`src/rtl/matrix_scroll_feeder_pkg.sv`:
```
// Shared types for the LED matrix datapath: a column of eight row pixels and a
// frame of eight row patterns, used by the feeder and the downstream scanner.
package matrix_pkg;

    localparam int MATRIX_ROWS = 8;
    localparam int MATRIX_COLS = 8;

    typedef logic [7:0] col_t;
    typedef col_t frame_t [0:7];

    // Moves one row pattern a column left and enters a new pixel at the right edge
    function automatic col_t shift_in(input col_t row_pattern, input logic pixel);
        return {row_pattern[MATRIX_COLS-2:0], pixel};
    endfunction

endpackage

```
`src/rtl/matrix_scroll_feeder_col_fifo.sv`:
```
// Small synchronous column FIFO with a registered occupancy count. Reads come
// straight from storage, so the head reflects registered state only.
module col_fifo
    import matrix_pkg::*;
#(
    parameter int DEPTH = 4
) (
    input  logic                   clock,
    input  logic                   reset,
    input  logic                   flush,
    input  logic                   push,
    input  col_t                   din,
    input  logic                   pop,
    output col_t                   dout,
    output logic [$clog2(DEPTH):0] count,
    output logic                   full,
    output logic                   empty
);

    localparam int PW = $clog2(DEPTH);
    localparam int CW = PW + 1;
    localparam logic [CW-1:0] DEPTH_C = CW'(DEPTH);

    col_t          mem_r [DEPTH];
    logic [PW-1:0] wr_ptr_r;
    logic [PW-1:0] rd_ptr_r;
    logic [CW-1:0] count_r;
    logic          push_ok_s;
    logic          pop_ok_s;

    assign full      = (count_r == DEPTH_C);
    assign empty     = (count_r == CW'(0));
    assign push_ok_s = push && !full && !flush;
    assign pop_ok_s  = pop && !empty && !flush;
    assign dout      = mem_r[rd_ptr_r];
    assign count     = count_r;

    // Pointer and occupancy bookkeeping; pointers wrap naturally at DEPTH
    always_ff @(posedge clock) begin
        if (reset || flush) begin
            wr_ptr_r <= '0;
            rd_ptr_r <= '0;
            count_r  <= '0;
        end else begin
            if (push_ok_s) wr_ptr_r <= wr_ptr_r + PW'(1);
            if (pop_ok_s)  rd_ptr_r <= rd_ptr_r + PW'(1);
            case ({push_ok_s, pop_ok_s})
                2'b10:   count_r <= count_r + CW'(1);
                2'b01:   count_r <= count_r - CW'(1);
                default: count_r <= count_r;
            endcase
        end
    end

    // Column storage
    always_ff @(posedge clock) begin
        if (reset) begin
            for (int i = 0; i < DEPTH; i++) mem_r[i] <= 8'h00;
        end else if (push_ok_s) begin
            mem_r[wr_ptr_r] <= din;
        end
    end

endmodule

```
`src/rtl/matrix_scroll_feeder.sv`:
```
// Feeds the 8x8 row scanner: buffers incoming pixel columns and, once per scroll
// step, shifts the displayed frame left with the next column entering on the right.
module matrix_scroll_feeder
    import matrix_pkg::*;
#(
    parameter int STEP_TICKS = 2500000,
    parameter int DEPTH      = 4,
    parameter bit FILL_BLANK = 1'b1
) (
    input  logic                   clock,
    input  logic                   reset,
    input  logic                   enable,
    input  logic                   clear,
    input  logic [7:0]             in_col,
    input  logic                   in_valid,
    output logic                   in_ready,
    output logic [7:0]             m0,
    output logic [7:0]             m1,
    output logic [7:0]             m2,
    output logic [7:0]             m3,
    output logic [7:0]             m4,
    output logic [7:0]             m5,
    output logic [7:0]             m6,
    output logic [7:0]             m7,
    output logic                   step_pulse,
    output logic [$clog2(DEPTH):0] fifo_count
);

    localparam int TW = (STEP_TICKS > 1) ? $clog2(STEP_TICKS) : 1;
    localparam logic [TW-1:0] LAST_TICK = TW'(STEP_TICKS - 1);

    logic [TW-1:0] tick_r;
    frame_t        frame_r;
    logic          step_pulse_r;
    col_t          head_s;
    col_t          shift_col_s;
    logic          full_s;
    logic          empty_s;
    logic          push_s;
    logic          pop_s;
    logic          step_s;
    logic          shift_s;

    assign step_s   = enable && (tick_r == LAST_TICK);
    assign in_ready = !reset && !full_s;
    assign push_s   = in_valid && in_ready && !clear;

    col_fifo #(.DEPTH(DEPTH)) u_fifo (
        .clock (clock),
        .reset (reset),
        .flush (clear),
        .push  (push_s),
        .din   (in_col),
        .pop   (pop_s),
        .dout  (head_s),
        .count (fifo_count),
        .full  (full_s),
        .empty (empty_s)
    );

    // Chooses whether a step shifts and which column enters at the right edge
    always_comb begin
        pop_s       = 1'b0;
        shift_s     = 1'b0;
        shift_col_s = 8'h00;
        if (step_s && !clear) begin
            if (!empty_s) begin
                pop_s       = 1'b1;
                shift_s     = 1'b1;
                shift_col_s = head_s;
            end else begin
                shift_s     = FILL_BLANK;
                shift_col_s = 8'h00;
            end
        end else begin
            shift_s = 1'b0;
        end
    end

    // Scroll-step timebase; holds its count while paused
    always_ff @(posedge clock) begin
        if (reset || clear) begin
            tick_r <= '0;
        end else if (enable) begin
            tick_r <= (tick_r == LAST_TICK) ? TW'(0) : tick_r + TW'(1);
        end
    end

    // Frame registers and the step pulse update on the same edge
    always_ff @(posedge clock) begin
        if (reset || clear) begin
            for (int k = 0; k < MATRIX_ROWS; k++) frame_r[k] <= 8'h00;
            step_pulse_r <= 1'b0;
        end else begin
            step_pulse_r <= shift_s;
            if (shift_s) begin
                for (int k = 0; k < MATRIX_ROWS; k++)
                    frame_r[k] <= shift_in(frame_r[k], shift_col_s[k]);
            end
        end
    end

    assign m0         = frame_r[0];
    assign m1         = frame_r[1];
    assign m2         = frame_r[2];
    assign m3         = frame_r[3];
    assign m4         = frame_r[4];
    assign m5         = frame_r[5];
    assign m6         = frame_r[6];
    assign m7         = frame_r[7];
    assign step_pulse = step_pulse_r;

endmodule

```
`config.mk`:
```
export PLATFORM = sky130hd
export DESIGN_NAME = matrix_scroll_feeder
export DESIGN_NICKNAME = d
export VERILOG_FILES = /design/src/rtl/matrix_scroll_feeder_pkg.sv /design/src/rtl/matrix_scroll_feeder_col_fifo.sv /design/src/rtl/matrix_scroll_feeder.sv
export SDC_FILE = /design/constraint.sdc
export NUM_CORES = 1
export LEC_CHECK = 0
export ABC_AREA = 0
export CAP_MARGIN = 15
export CORE_MARGIN = 2
export CORE_UTILIZATION = 35
export CTS_BUF_LIST = sky130_fd_sc_hd__clkbuf_16
export CTS_CLUSTER_DIAMETER = 150
export DETAILED_ROUTE_END_ITERATION = 6
export MAX_ROUTING_LAYER = met4
export SLEW_MARGIN = 20
export SYNTH_ARGS = -nofsm -noshare
export SYNTH_HDL_FRONTEND = slang
export SYNTH_HIERARCHICAL = 1
export SYNTH_SLANG_ARGS = --single-unit
```
`constraint.sdc`:
```
create_clock -name clock -period 4.2 [get_ports clock]
set_input_delay 0.84 -clock clock [delete_from_list [all_inputs] [get_ports clock]]
set_output_delay 0.84 -clock clock [all_outputs]
set_load 0.02 [all_outputs]
```
==> flow_summary.yaml <==
synth:
  ys_warn_count: 6
  synth_compound_area_share_pct: 2.52
  synth_top_cell_by_area: "edfxtp_1"
  async_flop_share_pct: 0
  syn_inst: 386
  ys.flop_type: "edfxtp_1"
  synth-seq-area-share_pct: 66.3
  synth_fp_nets: 402
  synth_edf_count: 96
  netlist_area_um2: 5320
  syn_avg_cell_area_um2: 13.8
  ys_seq_elements: 128
  yosysTopAreaCellShare_pct: 54.2
  synthMuxAreaShare_pct: 3.77
  yosys.area_share.simple_pct: 21.8
  synth_top_family_by_area: "simple AND/OR/NAND/NOR gates"
  synth.distinct_cells: 40
  synth_most_common_cell: "edfxtp_1"
  synthTopCellsByArea: "edfxtp_1 (54%), dfxtp_1 (12%), and2_1 (10%)"
  synth_xor_area_share_pct: 2.97
  ys_top_cells_by_count: "edfxtp_1 (96), and2_1 (88), dfxtp_1 (32), nor2_1 (25), nand2_1 (10)"
  synthAdderAreaFrac_pct: 0.847
clocking:
  htreeDepth: 4
  post_cts_resized: 0
  cts_buffers: 17
  clock_latency_ns: 0.41
  cts_tree: "yes"
  root_buffer: "clkbuf_16"
  post-cts-setup-buffers: 0
  cts_hold_buf: 0
  clk_pin_slew_ns: 0.05
  cts_sinks: 128
  clock_path_buffers: 2
timing:
  slew_headroom_pct: 30.9
  hold_viol_final: 0
  fin_crit_ns: 3.53
  setup_tns_ns: 0
  period_share_pct: 84.0
  slew_violations: 0
  rsz0062_at_grt: "no"
  tightest_slew_ns: 1.04
  fmax_mhz: 283
  skew_ns: 0.00827
  setup_violations: 0
status:
  status: "completed"
setup_path:
  crit_fanout: 3
  start_kind: "primary input"
  crit_slowest_cell: "or4_4"
  slowest_delay_ns: 0.59
  end_kind: "register"
  critPathArrivalTime_ns: 3.86
  worst-setup-path-type: "primary input to register"
  crit_required_ns: 4.53
  crit_chain: "clkdlybuf4s50_1 -> nand3_1 -> or4_4 -> nor4_1 -> o31ai_1 -> nor2_1 -> ha_1 -> inv_1 -> fa_1 -> xor2_1 -> or3_1 -> a21oi_1"
flow_run:
  drv_cap: 0
global_route:
  antenna_found_initial: 0
  grt-ovfl-total: 0
  grt_pass1_vias: 3178
  grt_start_max_net_pins: 85
  grt_pass1_wl_mm: 16.2
  grt.total_usage_pct: 13.5
place:
  dp_hpwl_mm: 6.52
  portBuffers: 81
  gp_congestion: 0.735
power_and_ir_drop:
  power.density_nw_per_um2: 427
  p_leak_nw: 2.47
  ir_worst_vdd_mv: 0.267
route:
  vias_per_cell: 4.72
  avgRoutedWirePerCell_um: 14.7
  routed_wl_mm: 9.96
  vias: 3207
  dr.pass1.iters: 4
  route.detailed.drc: 0
  drt_iter0_drc: 217
  ant_nets: 0
floorplan:
  start_util_pct: 35.4
  die-area_um2: 16200
  fp.dieH_um: 127
  io_pins: 82
  core_um2: 15000
  die_w_um: 127
  rows: 45
final_layout:
  syn2layout_area_growth_pct: 29.7
  antenna_cells: 0
  utilization_pct: 45.9
  drive_above_1_share_pct: 9.55
  nNetsFinal: 495
min_path:
  hold_path_class: "register to register"
==> layout by cell type (no fill, tap or decap), types with 5 or more instances in the layout <==
cell type	synthesis	layout
or4_1	5	5
xor2_1	9	9
nand4_1	5	5
a21oi_1	9	9
and2_1	88	88
dfxtp_1	32	32
nor3_1	5	5
nand3_1	5	5
o21ai_0	8	7
edfxtp_1	96	96
clkinv_1	0	5
inv_1	9	13
clkbuf_16	0	17
nand2_1	10	10
mux4_2	8	8
and3b_1	8	8
buf_4	0	6
or3_1	8	8
nor2_1	25	25
clkdlybuf4s50_1	0	81
xnor2_1	9	9
==> per-layer routing <==
metal / part of all wire [%] / vias up / track usage [%]
li1: - / 1579 / -
met1: 46 / 1539 / 16.3
met2: 48 / 80 / 21.0
met3: 4.6 / 9 / 4.40
met4: 1.2 / 0 / 5.30
met5: 0 / - / -
==> cell families after synthesis <==
| logic type | count (synthesis) |
|---|---|
| adders and majority gates | 3 |
| AOI/OAI and AO/OA | 23 |
| DFF | 128 |
| muxes | 10 |
| xor gates and xnor gates | 18 |
| and+or+nand+nor | 182 |
| buffers and inverters | 22 |
==> metrics by stage <==
| stage | std cells | hold WS (ns) | power [mW] | setup WS [ns] | area, µm² |
|---|---|---|---|---|---|
| 3_5_place_dp | 648 | 0.489 | 1.63 | 0.288 | 6360 |
| 6_report | 680 | 0.494 | 2.94 | 0.671 | 6900 |
| 5_1_grt | 680 | 0.527 | 3.05 | 0.425 | 6900 |
| 3_3_place_gp | 648 | 0.470 | 1.63 | 0.340 | 6360 |
| 2_1_floorplan | 386 | 0.449 | 1.52 | 0.948 | 5320 |
| 4_1_cts | 680 | 0.498 | 2.99 | 0.711 | 6900 |
==> critical path: cells and delay by family <==
family          cells  cell delay [ns]
fa+ha+maj           2             0.56
compound gates      2             0.31
simple gates        5             1.46
xor+xnor            1             0.16
buf+inv             2             0.54
==> registers in the layout (all words and copies together) (netlist names), named ones only <==
name,count
frame_r,64
u_fifo/mem_r,32
tick_r,22
u_fifo/count,3
u_fifo/rd_ptr_r,2
u_fifo/wr_ptr_r,2
step_pulse,1
==> path summary, 6_finish.rpt <==
check	depth (start not counted)	slack, ns	endpoint	from
worst min-delay path	2	0.49	tick_r[21]	tick_r[21]
worst max-delay path	12	0.67	u_fifo/count[2]	enable
worst max register to register	11	0.92	u_fifo/count[2]	tick_r[15]
worst min register to register	2	0.49	tick_r[21]	tick_r[21]
==> layout make-up <==
cell class	count	area (µm²)
flip-flops and latches	128	3520
well taps	188	235
clock inverters	15	114
inverters	9	33.8
multi-input cells	236	1710
repair buffers	87	856
fillers	1360	8140
clock buffers	17	425
==> where the power goes <==
group          leakage (nW)  internal, mW  switching [mW]
clock                 0.283         0.847           0.498
combinational         0.901        0.0792          0.0970
sequential             1.29          1.40          0.0191
(Power assumes the default switching activity.)
